==> src/rtl/gf2m_trinomial_reducer_pkg.sv <==
// Shared constants and state encoding for the GF(2^m) trinomial reducer.
//   GfM    : field degree m
//   GfK    : middle-term exponent k of x^m + x^k + 1
//   GfInW  : width of the unreduced carry-less product
//   GfHiW  : width of the part above x^(m-1) that gets folded back
package gf2m_trinomial_reducer_pkg;

  localparam int unsigned GfM   = 521;
  localparam int unsigned GfK   = 32;
  localparam int unsigned GfInW = 1042;
  localparam int unsigned GfHiW = GfInW - GfM;

  typedef enum logic [1:0] {
    StIdle,
    StFold,
    StDone
  } state_e;

endpackage

==> src/rtl/gf2m_trinomial_fold.sv <==
// One combinational fold step of reduction modulo x^M + x^K + 1.
// Because x^M == x^K + 1, the high part hi = acc[IN_W-1:M] is folded back as
// acc[M-1:0] ^ hi ^ (hi << K), computed over the full IN_W width.
// Ports:
//   acc        : partially reduced polynomial, bit n = coefficient of x^n
//   acc_folded : acc after one fold
//   hi_zero    : 1 when acc already has degree < M (no fold needed)
module gf2m_trinomial_fold
  import gf2m_trinomial_reducer_pkg::*;
#(
  parameter int unsigned M    = GfM,
  parameter int unsigned K    = GfK,
  parameter int unsigned IN_W = GfInW
) (
  input  logic [IN_W-1:0] acc,
  output logic [IN_W-1:0] acc_folded,
  output logic            hi_zero
);

  localparam int unsigned HiW = IN_W - M;

  logic [IN_W-1:0] lo_ext;
  logic [IN_W-1:0] hi_ext;

  always_comb begin
    lo_ext          = '0;
    lo_ext[M-1:0]   = acc[M-1:0];
    hi_ext          = '0;
    hi_ext[HiW-1:0] = acc[IN_W-1:M];
  end

  // Only a constant shift: no barrel shifter is built.
  assign acc_folded = lo_ext ^ hi_ext ^ (hi_ext << K);
  assign hi_zero    = (acc[IN_W-1:M] == '0);

endmodule

==> src/rtl/gf2m_trinomial_reducer.sv <==
// Reduces an unreduced carry-less product modulo x^M + x^K + 1.
// Accepts one product at a time (valid/ready), folds it iteratively until its
// degree is below M, then presents the field element until taken downstream.
// Ports:
//   clk       : clock, rising edge
//   rst       : asynchronous active-low reset
//   in_valid  : in_data holds a product
//   in_ready  : block is idle and can accept a product
//   in_data   : product, bit n = coefficient of x^n
//   out_valid : out_data holds a reduced element
//   out_ready : downstream takes out_data
//   out_data  : in_data mod (x^M + x^K + 1)
//   fold_cnt  : fold cycles spent on the current result
module gf2m_trinomial_reducer
  import gf2m_trinomial_reducer_pkg::*;
#(
  parameter int unsigned M    = GfM,
  parameter int unsigned K    = GfK,
  parameter int unsigned IN_W = GfInW
) (
  input  logic            clk,
  input  logic            rst,
  input  logic            in_valid,
  output logic            in_ready,
  input  logic [IN_W-1:0] in_data,
  output logic            out_valid,
  input  logic            out_ready,
  output logic [M-1:0]    out_data,
  output logic [1:0]      fold_cnt
);

  state_e          state_q, state_d;
  logic [IN_W-1:0] acc_q, acc_d;
  logic [M-1:0]    out_data_q, out_data_d;
  logic            out_valid_q, out_valid_d;
  logic [1:0]      fold_cnt_q, fold_cnt_d;

  logic [IN_W-1:0] acc_folded;
  logic            hi_zero;

  gf2m_trinomial_fold #(
    .M    (M),
    .K    (K),
    .IN_W (IN_W)
  ) u_fold (
    .acc        (acc_q),
    .acc_folded (acc_folded),
    .hi_zero    (hi_zero)
  );

  always_ff @(posedge clk or negedge rst) begin
    if (!rst) begin
      state_q     <= StIdle;
      acc_q       <= '0;
      out_data_q  <= '0;
      out_valid_q <= 1'b0;
      fold_cnt_q  <= '0;
    end else begin
      state_q     <= state_d;
      acc_q       <= acc_d;
      out_data_q  <= out_data_d;
      out_valid_q <= out_valid_d;
      fold_cnt_q  <= fold_cnt_d;
    end
  end

  always_comb begin
    state_d     = state_q;
    acc_d       = acc_q;
    out_data_d  = out_data_q;
    out_valid_d = out_valid_q;
    fold_cnt_d  = fold_cnt_q;
    case (state_q)
      StIdle: begin
        if (in_valid) begin
          acc_d      = in_data;
          fold_cnt_d = '0;
          state_d    = StFold;
        end
      end
      StFold: begin
        if (!hi_zero) begin
          acc_d      = acc_folded;
          fold_cnt_d = fold_cnt_q + 2'd1;
        end else begin
          out_data_d  = acc_q[M-1:0];
          out_valid_d = 1'b1;
          state_d     = StDone;
        end
      end
      StDone: begin
        if (out_ready) begin
          out_valid_d = 1'b0;
          state_d     = StIdle;
        end
      end
      default: state_d = StIdle;
    endcase
  end

  assign in_ready  = (state_q == StIdle);
  assign out_valid = out_valid_q;
  assign out_data  = out_data_q;
  assign fold_cnt  = fold_cnt_q;

endmodule

==> config.mk <==
export PLATFORM = sky130hd
export DESIGN_NAME = gf2m_trinomial_reducer
export DESIGN_NICKNAME = d
export VERILOG_FILES = /design/src/rtl/gf2m_trinomial_reducer_pkg.sv /design/src/rtl/gf2m_trinomial_fold.sv /design/src/rtl/gf2m_trinomial_reducer.sv
export SDC_FILE = /design/constraint.sdc
export NUM_CORES = 2
export LEC_CHECK = 0
export ABC_AREA = 1
export CAP_MARGIN = 15
export CORE_AREA = 2 2 607 609
export CTS_BUF_LIST = sky130_fd_sc_hd__clkbuf_8 sky130_fd_sc_hd__clkbuf_16
export CTS_CLUSTER_DIAMETER = 80
export DETAILED_ROUTE_END_ITERATION = 8
export DIE_AREA = 0 0 609 611
export GPL_TIMING_DRIVEN = 0
export PLACE_DENSITY = 0.44
export SLEW_MARGIN = 0
export SYNTH_ARGS = -nofsm -noshare
export SYNTH_HDL_FRONTEND = slang
export SYNTH_SLANG_ARGS = --single-unit
==> constraint.sdc <==
create_clock -name clk -period 2.4 [get_ports clk]
set_input_delay 0.36 -clock clk [delete_from_list [all_inputs] [get_ports clk]]
set_output_delay 0.36 -clock clk [all_outputs]
set_load 0.02 [all_outputs]
==> impl_table.tex <==
\begin{tabular}{lr}
\hline
Metric & Value \\
\hline
\multicolumn{2}{l}{\textbf{Run status}} \\
Outcome & complete, but fails checks \\
Violated checks & hold timing, setup timing \\
\multicolumn{2}{l}{\textbf{STA}} \\
Relative slew slack & 27.17\% \\
Post-Route Setup TNS & -479.03 ns \\
Shortest clock period the worst path allows after layout & about 2.8 ns \\
Setup repair after global routing missed its margin & true \\
Setup-violating endpoint count in the final report & 1703 \\
Final-layout worst hold slack & -0.5171 ns \\
Post-route setup slack & -0.3854 ns \\
Count of endpoints failing hold in the final timing report & 143 \\
Share of the cycle needed by the critical path after routing & 116.1\% \\
Count of final max-slew check failures & 0 \\
Worst setup skew after layout & slightly above 0.04 ns \\
Highest Clock Rate & between 300 and 400 MHz \\
Transition time at the pin with the least slew margin & roughly 1.1 ns \\
\multicolumn{2}{l}{\textbf{Final layout}} \\
Final nets & about 14000 \\
Finished Core Util & around a third \\
Growth of design area from synthesis to finish & 45.83\% \\
Final instance area & 0.1158 mm\^{}2 \\
Layout cells sized above 1 & a little over a tenth \\
\multicolumn{2}{l}{\textbf{Setup path}} \\
Arrival time worst endpoint & approximately 3.5 ns \\
Reg2reg end & out\_data[401]\$\_DFFE\_PN0P\_ \\
Setup crit end & out\_data[401]\$\_DFFE\_PN0P\_ \\
Cell with the biggest individual delay on the critical path & sky130\_fd\_sc\_hd\_\_dfrtp\_1 \\
Category of cells accounting for the largest share of critical-path delay & simple AND/OR/NAND/NOR gates \\
Critical path buffer and inverter count & 6 \\
FF-to-FF Start & acc\_q[972]\$\_DFFE\_PN0P\_ \\
Critical-path maximum fanout & 6 \\
Worst reg2reg setup slack & -0.39 ns \\
Highest cell delay on the worst timing path & 0.49 ns \\
Cell breakdown of the critical path & nor2\_1 > nand2\_1 > nor2\_1 > nand2\_1 > nor2\_4 > nand2\_2 > nor2\_4 > buf\_12 > inv\_1 > nor2\_4 > nand3\_4 > buf\_12 > buf\_16 > clkbuf\_16 > clkbuf\_16 > nand2\_1 > o21ai\_1 \\
Critical Path Source & acc\_q[972]\$\_DFFE\_PN0P\_ \\
Sort of element at the start of the critical path & flop \\
Total stage count of the critical path & 17 \\
Element type at the critical path end & flop \\
Cell depth of the worst flop-to-flop path & 17 \\
Required time of the worst setup path & around 3.2 ns \\
Setup Crit Path Kind & reg2reg \\
\multicolumn{2}{l}{\textbf{Floorplanning}} \\
DIE WIDTH & a little over 600 um \\
Initial cell density of the core & between 20\% and 30\% \\
Die footprint & between 0.3 and 0.4 mm\^{}2 \\
Number of placement rows & roughly 220 \\
Die Span Y & between 600 and 700 um \\
Area of the core & around 0.36 mm\^{}2 \\
Number of top-level design ports & roughly 1600 \\
\multicolumn{2}{l}{\textbf{Clocking}} \\
Number of buffers on the longest clock path & 4 \\
Insertion delay of the later-clocked pin in the worst-skew pair & 0.89 ns \\
Clock transition at the registers of the reported paths & $\sim$0.06 ns \\
H-tree levels & 4 \\
Hold-fix buffer count after cts & $\sim$200 \\
Number of CTS-inserted buffers & roughly 200 \\
TritonCTS Sinks & 1568 \\
TritonCTS clock tree & yes \\
Clock tree root buffer cell & sky130\_fd\_sc\_hd\_\_clkbuf\_16 \\
\multicolumn{2}{l}{\textbf{Synthesis}} \\
Number of different library cells in the post-synthesis netlist & 27 \\
Combinational family with the most area after synthesis & simple AND/OR/NAND/NOR gates \\
Post-synthesis sequential area ratio & 49.42\% \\
Net Count, Synth & around 12000 \\
Synthesized-area fraction occupied by ao, oa, aoi and oai cells & just under 7\% \\
Mapped Area & 0.07940 mm\^{}2 \\
Xor and xnor area share after synthesis & under 10\% \\
Count of mapped cells out of synthesis & roughly 11000 \\
Portion of synthesized cell area occupied by the leading cell type & between 40\% and 50\% \\
Post-synthesis register bit count & roughly 1600 \\
Number of synthesized flops with an enable pin & 0 \\
Share of synthesized flip-flops with an asynchronous set or reset & 100.0\% \\
Most used standard cell by instance count after synthesis & sky130\_fd\_sc\_hd\_\_nand2\_1 \\
Post-synth top cells & 3735 x sky130\_fd\_sc\_hd\_\_nand2\_1, 1615 x sky130\_fd\_sc\_hd\_\_nand3\_1, 1568 x sky130\_fd\_sc\_hd\_\_dfrtp\_1 \\
Most frequently used flop master after synthesis & sky130\_fd\_sc\_hd\_\_dfrtp\_1 \\
Cell types with the largest area share after synthesis & sky130\_fd\_sc\_hd\_\_dfrtp\_1 49\%, sky130\_fd\_sc\_hd\_\_nand2\_1 18\%, sky130\_fd\_sc\_hd\_\_nand3\_1 10\%, sky130\_fd\_sc\_hd\_\_xor2\_1 5.3\%, sky130\_fd\_sc\_hd\_\_nor2\_1 3.7\% \\
Avg Inst Size Synth & between 7 and 8 um\^{}2 \\
Simple logic cell fraction of the synthesized area & 31.72\% \\
Library cell occupying the most area in the post-synthesis netlist & sky130\_fd\_sc\_hd\_\_dfrtp\_1 \\
Mux cell area share after synthesis & 0\% \\
Adder-cell area share of the yosys netlist & 0\% \\
Number of warnings reported in the yosys synthesis log & 0 \\
\multicolumn{2}{l}{\textbf{Placement}} \\
Final estimated routing congestion in global placement & 0.9171 \\
Detailed-placement wirelength estimate & 377.0 mm \\
Instance area at placement & 0.1016 mm\^{}2 \\
Setup slack after placement & -2.349 ns \\
Total of buffers placed on input and output ports & $\sim$1600 \\
\multicolumn{2}{l}{\textbf{Pwr}} \\
Peak VDD IR & 0.6522 mV \\
Power per Cell Area & a little over 800 mW/mm\^{}2 \\
Reported leakage power & between 50 and 60 nW \\
\multicolumn{2}{l}{\textbf{Global route}} \\
Vias in the first global route & 79370 \\
Wire length of the first global-routing pass & between 600 and 700 mm \\
Overall track demand over capacity in global routing & 24.41\% \\
Number of antenna violations at the first check in global routing & roughly 130 \\
Total global routing overflow & 0 \\
Maximum number of pins on one net before global-route repair & $\sim$160 \\
\multicolumn{2}{l}{\textbf{Routing}} \\
Number of DRC markers in iteration 0 & between 6000 and 7000 \\
Post-DR vias/cell & roughly 4.6 \\
Routed via count & $\sim$82000 \\
DRT Wirelength & between 400 and 500 mm \\
Number of design rule violations left after detail routing & 0 \\
Final ANT Viol Nets & 0 \\
Average wire per standard cell & between 20 and 30 um \\
Iteration count of the initial detailed-routing pass & 6 \\
\multicolumn{2}{l}{\textbf{Hold path}} \\
Worst hold-check path type & in2async \\
\multicolumn{2}{l}{\textbf{Job}} \\
Max-cap viol count & 0 \\
\hline
\end{tabular}
-- report_power, final --
group	leakage [nW]	internal, mW	total [mW]	switching [mW]
registers	20.3	31.3	36.9	5.57
logic	33.4	10.7	25.5	14.9
clock network	3.48	18.6	31.7	13.1
total	57.1	60.6	94.1	33.5
-- stage by stage --
stage	total power, mW	instances
3_3_place_gp	60.99	16910
3_5_place_dp	61.52	16930
4_1_cts	94.12	17530
5_1_grt	99.47	17810
6_report	94.15	17830
2_1_floorplan	51.47	10530
-- kinds of logic after synthesis --
logic type | after synthesis
simple gates | 6159
flops | 1568
buf+inv | 1211
compound gates | 1065
xor+xnor | 522
-- area by class of cell --
cell class | instances | area, um^2
flip-flops and latches | 1568 | 39600
fillers | 39550 | 249200
inverters | 565 | 2122
well taps | 4816 | 6026
clock inverters | 114 | 1120
repair buffers | 2068 | 20800
plain buffers | 644 | 4553
clock buffers | 242 | 5594
multi-input cells | 7746 | 35810
diodes | 64 | 160.2
-- per-layer routing --
metal / vias up / global-route usage, % / routed length, um
li1: 38290 / - / -
met1: 40050 / 28.41 / 181600
met2: 2926 / 42.10 / 231600
met3: 803 / 4.235 / 28680
met4: 106 / 14.22 / 32280
met5: - / 0 / 680
-- worst reg2reg max path, stage by stage, from the launching register on --
cell and delay, ns:
sky130_fd_sc_hd__dfrtp_1 0.49, sky130_fd_sc_hd__nor2_1 0.14, sky130_fd_sc_hd__nand2_1 0.06, sky130_fd_sc_hd__nor2_1 0.13
sky130_fd_sc_hd__nand2_1 0.10, sky130_fd_sc_hd__nor2_4 0.12, sky130_fd_sc_hd__nand2_2 0.12, sky130_fd_sc_hd__nor2_4 0.14
sky130_fd_sc_hd__buf_12 0.13, sky130_fd_sc_hd__inv_1 0.07, sky130_fd_sc_hd__nor2_4 0.10, sky130_fd_sc_hd__nand3_4 0.08
sky130_fd_sc_hd__buf_12 0.17, sky130_fd_sc_hd__buf_16 0.18, sky130_fd_sc_hd__clkbuf_16 0.32, sky130_fd_sc_hd__clkbuf_16 0.19
sky130_fd_sc_hd__nand2_1 0.05, sky130_fd_sc_hd__o21ai_1 0.06
-- registers in the layout, summed over array words and instances (netlist names) --
| name | cells |
|---|---|
| state_q | 2 |
| acc_q | 1042 |
| fold_cnt | 2 |
| out_data | 521 |
| out_valid | 1 |
-- layout by cell type, fill, tap and decap left out, drive strengths merged --
cell	instances
dfrtp	1568
and2	1
clkinvlp	5
o21ai	992
nor3b	1
nor2	790
a22oi	20
dlygate4sd3	196
nand2	3735
xnor2	39
nand3	1616
clkdlybuf4s50	1568
clkdlybuf4s15	2
bufinv	20
nor3	8
diode	64
nand4	7
clkinv	40
clkbuf	587
a21oi	40
o21bai	1
inv	614
o211ai	12
or2	1
dlygate4sd2	1
buf	600
xor2	483
-- worst min path at each step --
stage,endpoint,slack [ns],cells past startpoint
after floorplan,acc_q[0]$_DFFE_PN0P_,0.06,0
after global placement,out_data[24]$_DFFE_PN0P_,0.47,2
after detailed placement,out_data[379]$_DFFE_PN0P_,0.46,1
after CTS,out_data[379]$_DFFE_PN0P_,-0.52,1
after global routing,out_data[379]$_DFFE_PN0P_,-0.51,1
final,out_data[379]$_DFFE_PN0P_,-0.52,1
-- timing repair --
item / 4_1_cts / 5_1_grt
buffers inserted: 44 / 213
gates cloned: 3 / 24
gates resized for setup: 450 / 696
hold endpoints to repair: 339 / 143
pin swaps: 12 / 52
setup endpoints to repair: 1785 / 2007
Power figures use the tool's default switching activity.
